## config.mk

```make
export PLATFORM = sky130hd
export DESIGN_NAME = cdc_handshake_rx
export DESIGN_NICKNAME = d
export VERILOG_FILES = /design/src/rtl/cdc_handshake_rx.sv
export SDC_FILE = /design/constraint.sdc
export NUM_CORES = 1
export LEC_CHECK = 0
export CAP_MARGIN = 20
export CORE_MARGIN = 4
export CORE_UTILIZATION = 55
export DETAILED_ROUTE_END_ITERATION = 7
export PLACE_DENSITY = 0.82
export SLEW_MARGIN = 20
export SYNTH_ARGS = -nofsm -noshare
export SYNTH_HDL_FRONTEND = slang
export SYNTH_SLANG_ARGS = --single-unit
```

## constraint.sdc

```tcl
create_clock -name clk -period 3.7 [get_ports clk]
set_input_delay 1.11 -clock clk [delete_from_list [all_inputs] [get_ports clk]]
set_output_delay 1.11 -clock clk [all_outputs]
set_load 0.1 [all_outputs]
```

## src/rtl/cdc_handshake_rx.sv

```systemverilog
// Receive side of the four-phase req/ack clock-crossing link: synchronizes req_i,
// captures data_i into a small FWFT FIFO and acknowledges only once the word is queued.
module cdc_handshake_rx #(
  parameter int unsigned pDATA_WIDTH  = 8,
  parameter int unsigned pSYNC_STAGES = 2,
  parameter int unsigned pDEPTH       = 4
) (
  input  logic                         clk,
  input  logic                         reset_i,
  input  logic                         req_i,
  input  logic [pDATA_WIDTH-1:0]       data_i,
  output logic                         ack_o,
  output logic                         out_valid,
  output logic [pDATA_WIDTH-1:0]       out_data,
  input  logic                         out_ready,
  output logic [$clog2(pDEPTH+1)-1:0]  level_o
);

  localparam int unsigned PtrW = $clog2(pDEPTH);
  localparam int unsigned LvlW = $clog2(pDEPTH + 1);

  typedef enum logic [1:0] {StIdle, StWait, StAck} state_e;

  (* ASYNC_REG = "TRUE" *) logic [pSYNC_STAGES-1:0] sync_q;
  logic req_s;

  state_e state_q, state_d;
  logic   capture;

  logic [pDATA_WIDTH-1:0] mem_q [pDEPTH];
  logic [PtrW-1:0]        wr_ptr_q, rd_ptr_q, rd_ptr_d;
  logic [LvlW-1:0]        level_q, level_d;
  logic [pDATA_WIDTH-1:0] out_data_q, out_data_d;
  logic                   full, pop;

  // req synchronizer
  always_ff @(posedge clk or posedge reset_i) begin
    if (reset_i) begin
      sync_q <= '0;
    end else begin
      sync_q <= {sync_q[pSYNC_STAGES-2:0], req_i};
    end
  end

  assign req_s = sync_q[pSYNC_STAGES-1];
  assign full  = (level_q == LvlW'(pDEPTH));

  // FSM state register
  always_ff @(posedge clk or posedge reset_i) begin
    if (reset_i) begin
      state_q <= StIdle;
    end else begin
      state_q <= state_d;
    end
  end

  // FSM next state; fullness is the registered level, so a same-cycle pop never unblocks
  always_comb begin
    state_d = state_q;
    unique case (state_q)
      StIdle: if (req_s) state_d = full ? StWait : StAck;
      StWait: begin
        if (!req_s) begin
          state_d = StIdle;
        end else if (!full) begin
          state_d = StAck;
        end
      end
      StAck:  if (!req_s) state_d = StIdle;
      default: state_d = StIdle;
    endcase
  end

  // FSM outputs
  always_comb begin
    ack_o   = (state_q == StAck);
    capture = req_s && !full && ((state_q == StIdle) || (state_q == StWait));
  end

  assign pop      = out_valid && out_ready;
  assign rd_ptr_d = rd_ptr_q + PtrW'(pop);
  assign level_d  = level_q + LvlW'(capture) - LvlW'(pop);

  // Registered head: next head is either an existing entry or the word being pushed now
  always_comb begin
    out_data_d = out_data_q;
    if ((capture || pop) && (level_d != '0)) begin
      if (capture && (rd_ptr_d == wr_ptr_q)) begin
        out_data_d = data_i;
      end else begin
        out_data_d = mem_q[rd_ptr_d];
      end
    end
  end

  always_ff @(posedge clk or posedge reset_i) begin
    if (reset_i) begin
      wr_ptr_q   <= '0;
      rd_ptr_q   <= '0;
      level_q    <= '0;
      out_data_q <= '0;
    end else begin
      if (capture) wr_ptr_q <= wr_ptr_q + PtrW'(1);
      rd_ptr_q   <= rd_ptr_d;
      level_q    <= level_d;
      out_data_q <= out_data_d;
    end
  end

  // Storage needs no reset; out_data is held in its own reset flop
  always_ff @(posedge clk) begin
    if (capture) mem_q[wr_ptr_q] <= data_i;
  end

  assign out_valid = (level_q != '0);
  assign out_data  = out_data_q;
  assign level_o   = level_q;

endmodule
```

# Word-level counts from Yosys, hierarchy flattened
# Memory sizes are Yosys's and may differ from the RTL's. A register that Yosys moved wholly into a read port is not among the register bits.
# Index checks and enable logic that the tools add are counted.
[word_totals] in_bits=12 mem_bits_rw=32 word_cells=35 latch_bits=0 ff_bits=11 rom_bits=0 memories=1
[classes] addsub=4 reduce_logical=11 mux=8 n_mul=0 div=0 magnitude_cmp=0 n_eq_ne=6 n_shift=0 n_bitwise=0
[mem_list] memory="mem_q" depth=4 width=8 read_ports=1 rd_ports_with_merged_regs=1 write_ports=1 line="30" rtl="logic [pDATA_WIDTH-1:0] mem_q [pDEPTH];"
[ops] op="2-bit two-way mux" n=5
[ops] op="2-bit case mux with 3 select lines" n=1
[ops] op="3-bit nonzero test" n=2
[ops] op="1-bit logical AND" n=4
[ops] op="2-bit inequality test (second input constant)" n=2
[ops] op="3-bit by 1-bit adder with 3-bit output" n=1
[ops] op="3-bit equality test (second input constant)" n=1
[ops] op="3-bit inequality test (second input constant)" n=1
[ops] op="3-bit AND reduction" n=1
[ops] op="3-bit by 1-bit subtractor with 3-bit output" n=1
[ops] op="2-bit by 1-bit adder with 2-bit output" n=1
[ops] op="2-bit by 1-bit adder with 2-bit output (second input constant)" n=1
[ops] op="2-bit by 1-bit equality test with 1-bit output (second input constant)" n=1
[ops] op="2-bit equality test (second input constant)" n=1
[ops] op="2-bit logical NOT" n=1
[ops] op="1-bit logical OR" n=2
[ops] op="1-bit two-way mux" n=2
[ops] op="1-bit logical NOT" n=1

# Depth between registers and ports, before layout
# Gate-level depths: netlist (run 1).
[depth] ltp_word=8 mapped_depth=12 ltp_nobuf=10

# Least setup slack after synthesis (run 1)
# No wires, ideal clock.
[synth_path] path_type="reg-to-reg" from="register level_q[1], in the netlist level_o[1]" to="register out_data_q[0], in the netlist out_data[0], read port of mem_q" arrival_time_ns=3.582 required_time_ns=3.622 period_less_slack_ns=3.660 path_slack_ns=0.040 stages_incl_launch_ff=11 path_buffers=1 setup_time_ns=0.078 path_cell_list="dfrtp_1 -> or3_2 -> nand2_1 -> ha_1 -> ha_1 -> fa_1 -> xor3_2 -> a21oi_4 -> buf_4 -> nor2_1 -> a21oi_1"
[synth_between] word_cells_on_any_way=12 classes_between="3 x add/sub; 1 x eq/ne; 8 x reduce/logical"
[synth_lines] element="start: declaration" line="32" rtl="logic [LvlW-1:0] level_q, level_d;"
[synth_lines] element="start signal: assignment" line="105" rtl="level_q <= level_d;"
[synth_lines] element="3-bit nonzero test *" line="115" rtl="assign out_valid = (level_q != '0);"
[synth_lines] element="via out_valid" line="13" rtl="output logic out_valid,"
[synth_lines] element="1-bit logical AND *" line="80" rtl="assign pop = out_valid && out_ready;"
[synth_lines] element="3-bit by 1-bit subtractor with 3-bit output" line="82" rtl="assign level_d = level_q + LvlW'(capture) - LvlW'(pop);"
[synth_lines] element="3-bit nonzero test" line="87" rtl="if ((capture || pop) && (level_d != '0)) begin"
[synth_lines] element="1-bit logical AND" line="87"
[synth_lines] element="end: declaration" line="33" rtl="logic [pDATA_WIDTH-1:0] out_data_q, out_data_d;"
# The timed path passes the listed nets; every way through them passes the cells marked *.
# A chain may end at the register's enable or synchronous reset.

# Worst setup path in the final report (run 1)
[layout_path] from="input port out_ready" to="register out_data_q[4], in the netlist out_data[4], read port of mem_q"
[layout_between] elab_chain_len=4 word_cells_on_any_way=6 classes_between="2 x add/sub; 4 x reduce/logical"
[layout_lines] element="start: declaration" line="15" rtl="input logic out_ready,"
[layout_lines] element="1-bit logical AND *" line="80"
[layout_lines] element="3-bit by 1-bit subtractor with 3-bit output" line="82"
[layout_lines] element="3-bit nonzero test" line="87"
[layout_lines] element="1-bit logical AND" line="87"
# Mark *: on every way between the ends. The rest lies on a longest branch, timed or not.

==> impl_metrics.py, run 1 <==
metrics = {
    "run_status": {
        "status": "completed",
    },
    "cts": {
        "cts_resized": 0,
        "cts.hold.buffers_added": 0,
        "clockBufferDepth": 2,
        "cts_buffers": 5,
        "post-cts-setup-buffer-count": 0,
        "numClockSinks": 51,
        "clock-root-buffer": "sky130_fd_sc_hd__clkbuf_8",
        "cts_htree_levels": 2,
        "tritoncts": "done",
        "clock_insertion_delay_worst_skew_ps": 300,
        "worst_setup_hold_path_clk_slew_ps": 90,
    },
    "yosys": {
        "syn_avg_cell_area_um2": 17.3,
        "share_of_the_synthesized_area_in_the_top_cell_type_pct": 44.1,
        "mappedNetlistArea_um2": 2180,
        "synth_fp_nets": 147,
        "synth_ff_type": "sky130_fd_sc_hd__edfxtp_1",
        "synthesis.yosys.warnings": 0,
        "synth.lib_cells_used.distinct": 27,
        "synth.top_cells.by_area": "sky130_fd_sc_hd__edfxtp_1, sky130_fd_sc_hd__dfrtp_1, sky130_fd_sc_hd__mux4_1",
        "postSynthCellCount": 126,
        "synth_seq_cells": 51,
        "synth_commonest_cells": "sky130_fd_sc_hd__edfxtp_1, sky130_fd_sc_hd__dfrtp_1, sky130_fd_sc_hd__nor2_1",
        "seq_area_frac_synth_pct": 66.0,
        "synth_enable_flop_cells": 32,
        "netlist.top_cell.by_area": "sky130_fd_sc_hd__edfxtp_1",
        "post-synth-top-count-cell": "sky130_fd_sc_hd__edfxtp_1",
        "async_flop_share_pct": 37.3,
    },
    "final_layout": {
        "layout-drive-gt1-share_pct": 23.1,
        "total_number_of_nets_in_the_final_design": 176,
        "flow.area_growth_from_synthesis_pct": 16.9,
        "n_antenna_cell": 0,
        "post_route_core_utilization_pct": 68.0,
        "nFillCells": 280,
    },
    "floorplanning": {
        "design.core.area_um2": 3740,
        "pin_count": 25,
        "die_w_um": 70.9,
        "dieHeight_um": 70.9,
        "core.rowCount": 22,
        "fp.dieArea_um2": 5030,
        "floorplan.initialDensity_pct": 58.2,
    },
    "setup_path": {
        "worstPathArrival_ps": 3500,
        "critPathRequiredTime_ps": 3920,
        "r2r_slack_ps": 470,
        "cp-start-kind": "input port",
        "crit_chain": "clkdlybuf4s50_1 -> nand2_1 -> ha_1 -> ha_1 -> fa_1 -> xor3_2 -> a21oi_4 -> nor2_1 -> a21oi_1",
        "crit_top_cell": "sky130_fd_sc_hd__ha_1",
        "cpMaxStageDelayCell": "sky130_fd_sc_hd__clkdlybuf4s50_1",
        "worst-setup-path-type": "in -> reg",
        "worst-path-max-fanout": 16,
        "setup_crit_end_kind": "register",
        "slowest_delay_ps": 450,
    },
    "global_routing": {
        "antenna_found_initial": 0,
        "globalRoute.totalOverflow": 0,
        "wire_length_of_the_first_global_routing_pass_um": 5650,
        "grt_start_max_net_pins": 20,
        "grt_pass1_vias": 1160,
        "grt_util_all_layers_pct": 15.4,
    },
    "worst_hold_path": {
        "holdCritPathClass": "reg -> reg",
    },
    "routing": {
        "routed-via-count": 1090,
        "first_iter_violations": 28,
        "detail_route.drc_violations": 0,
        "routed_wire_length_per_instance_um": 17.3,
        "viasPerCell": 5.34,
        "drt.antenna.violating_nets": 0,
        "detailedRoute.firstPassIterationCount": 4,
        "routed_wl_um": 3530,
    },
    "placement": {
        "globalplace.congestion": 0.775,
        "detailedPlacementHpwl_um": 2480,
        "port_buffers": 24,
    },
    "timing": {
        "tns_ps": 0,
        "setup_viol": 0,
        "achievable-frequency_mhz": 305,
        "finalClockSkew_ps": 4.07,
        "rsz_0062_raised_after_global_routing": "no",
        "worst_slew_margin_rel_pct": 52.9,
        "final-hold-violation-count": 0,
        "post-route-min-period_ps": 3280,
        "tightestPinTransition_ps": 705,
        "layout_worst_path_cycle_share_pct": 88.6,
        "final-max-slew-violation-count": 0,
    },
    "run": {
        "max-cap-violations": 0,
    },
}
[worst max-delay path, delay by kind of cell]
kind / cells / cell delay (ps)
buffers and inverters: 1 / 450
adders and majority gates: 3 / 840
and+or+nand+nor: 2 / 150
xor gates and xnor gates: 1 / 430
AOI/OAI and AO/OA: 2 / 530
[sequential cells by signal, indices dropped and copies added (netlist names)]
| name | count |
|---|---|
| mem_q | 32 |
| out_data | 8 |
| level_o | 3 |
| rd_ptr_q | 2 |
| state_q | 2 |
| sync_q | 2 |
| wr_ptr_q | 2 |
[layout by cell type, fill, tap and decap left out, types with 3 or more instances in the layout]
| master | n |
|---|---|
| sky130_fd_sc_hd__edfxtp_1 | 32 |
| sky130_fd_sc_hd__dfrtp_1 | 19 |
| sky130_fd_sc_hd__buf_4 | 14 |
| sky130_fd_sc_hd__clkdlybuf4s50_1 | 11 |
| sky130_fd_sc_hd__nor2_1 | 9 |
| sky130_fd_sc_hd__mux2i_1 | 8 |
| sky130_fd_sc_hd__a21oi_1 | 8 |
| sky130_fd_sc_hd__inv_1 | 8 |
| sky130_fd_sc_hd__ha_1 | 8 |
| sky130_fd_sc_hd__clkbuf_8 | 6 |
| sky130_fd_sc_hd__mux4_1 | 5 |
| sky130_fd_sc_hd__nand2_1 | 4 |
| sky130_fd_sc_hd__and3_2 | 4 |
| sky130_fd_sc_hd__mux4_2 | 3 |
[cells by family (layout without fill, tap and decap cells)]
group | count (synthesis) | after routing | share of synthesized area, %
flops | 51 | 51 | 66.0
simple gates | 24 | 24 | 6.67
mux | 16 | 16 | 12.8
buf+inv | 11 | 41 | 2.47
compound gates | 10 | 10 | 2.82
fa+ha+maj | 9 | 9 | 5.52
xor+xnor | 5 | 5 | 3.74
[layout make-up]
cell class / count / area (µm²) / area share [%]
Multi-Input combinational cell: 64 / 687 / 27.0
Inverter: 8 / 30.0 / 1.18
Clock inverter: 1 / 8.76 / 0.344
Clock buffer: 7 / 108 / 4.23
Tap cell: 48 / 60.1 / 2.36
Timing Repair Buffer: 25 / 215 / 8.46
Sequential cell: 51 / 1440 / 56.4
[path summary, 6_finish.rpt]
| check | start | to | cells past startpoint |
|---|---|---|---|
| worst max register to register | level_o[1]$_DFF_PP0_ | out_data[4]$_DFFE_PP0P_ | 10 |
| worst min-delay path | sync_q[0]$_DFF_PP0_ | sync_q[1]$_DFF_PP0_ | 0 |
| max in group asynchronous | reset_i | out_data[7]$_DFFE_PP0P_ | 2 |
| min in group asynchronous | reset_i | rd_ptr_q[1]$_DFF_PP0_ | 2 |
| worst min register to register | sync_q[0]$_DFF_PP0_ | sync_q[1]$_DFF_PP0_ | 0 |
| worst max-delay path | out_ready | out_data[4]$_DFFE_PP0P_ | 9 |
[routing by layer]
layer,GRT usage [%],vias up,part of all wire (%)
li1,-,520,-
met1,18.4,541,42
met2,26.9,24,52
met3,4.40,5,4.6
met4,5.01,0,1.1
met5,0,-,0
[stage by stage]
stage | worst slack (ps) | instances | area, µm² | hold slack [ps]
detailed placement | 123 | 196 | 2430 | 343
CTS | 412 | 204 | 2540 | 365
global placement | 228 | 196 | 2430 | 335
finish | 423 | 204 | 2540 | 361
global route | 295 | 204 | 2540 | 384
floorplan | 40.1 | 126 | 2180 | 331
Power of run 1 is left out: the tool's default activity adds up to more than one toggle a clock period on the data nets, which glitch-free logic cannot reach.
==> run 2, diff against run 1 <==
SKIP_CTS_REPAIR_TIMING = 1   (was not set)
==> results of run 2 <==
The final DEF is identical to that of run 1; final timing and power are the same.
Power of run 2 is left out for the same reason.
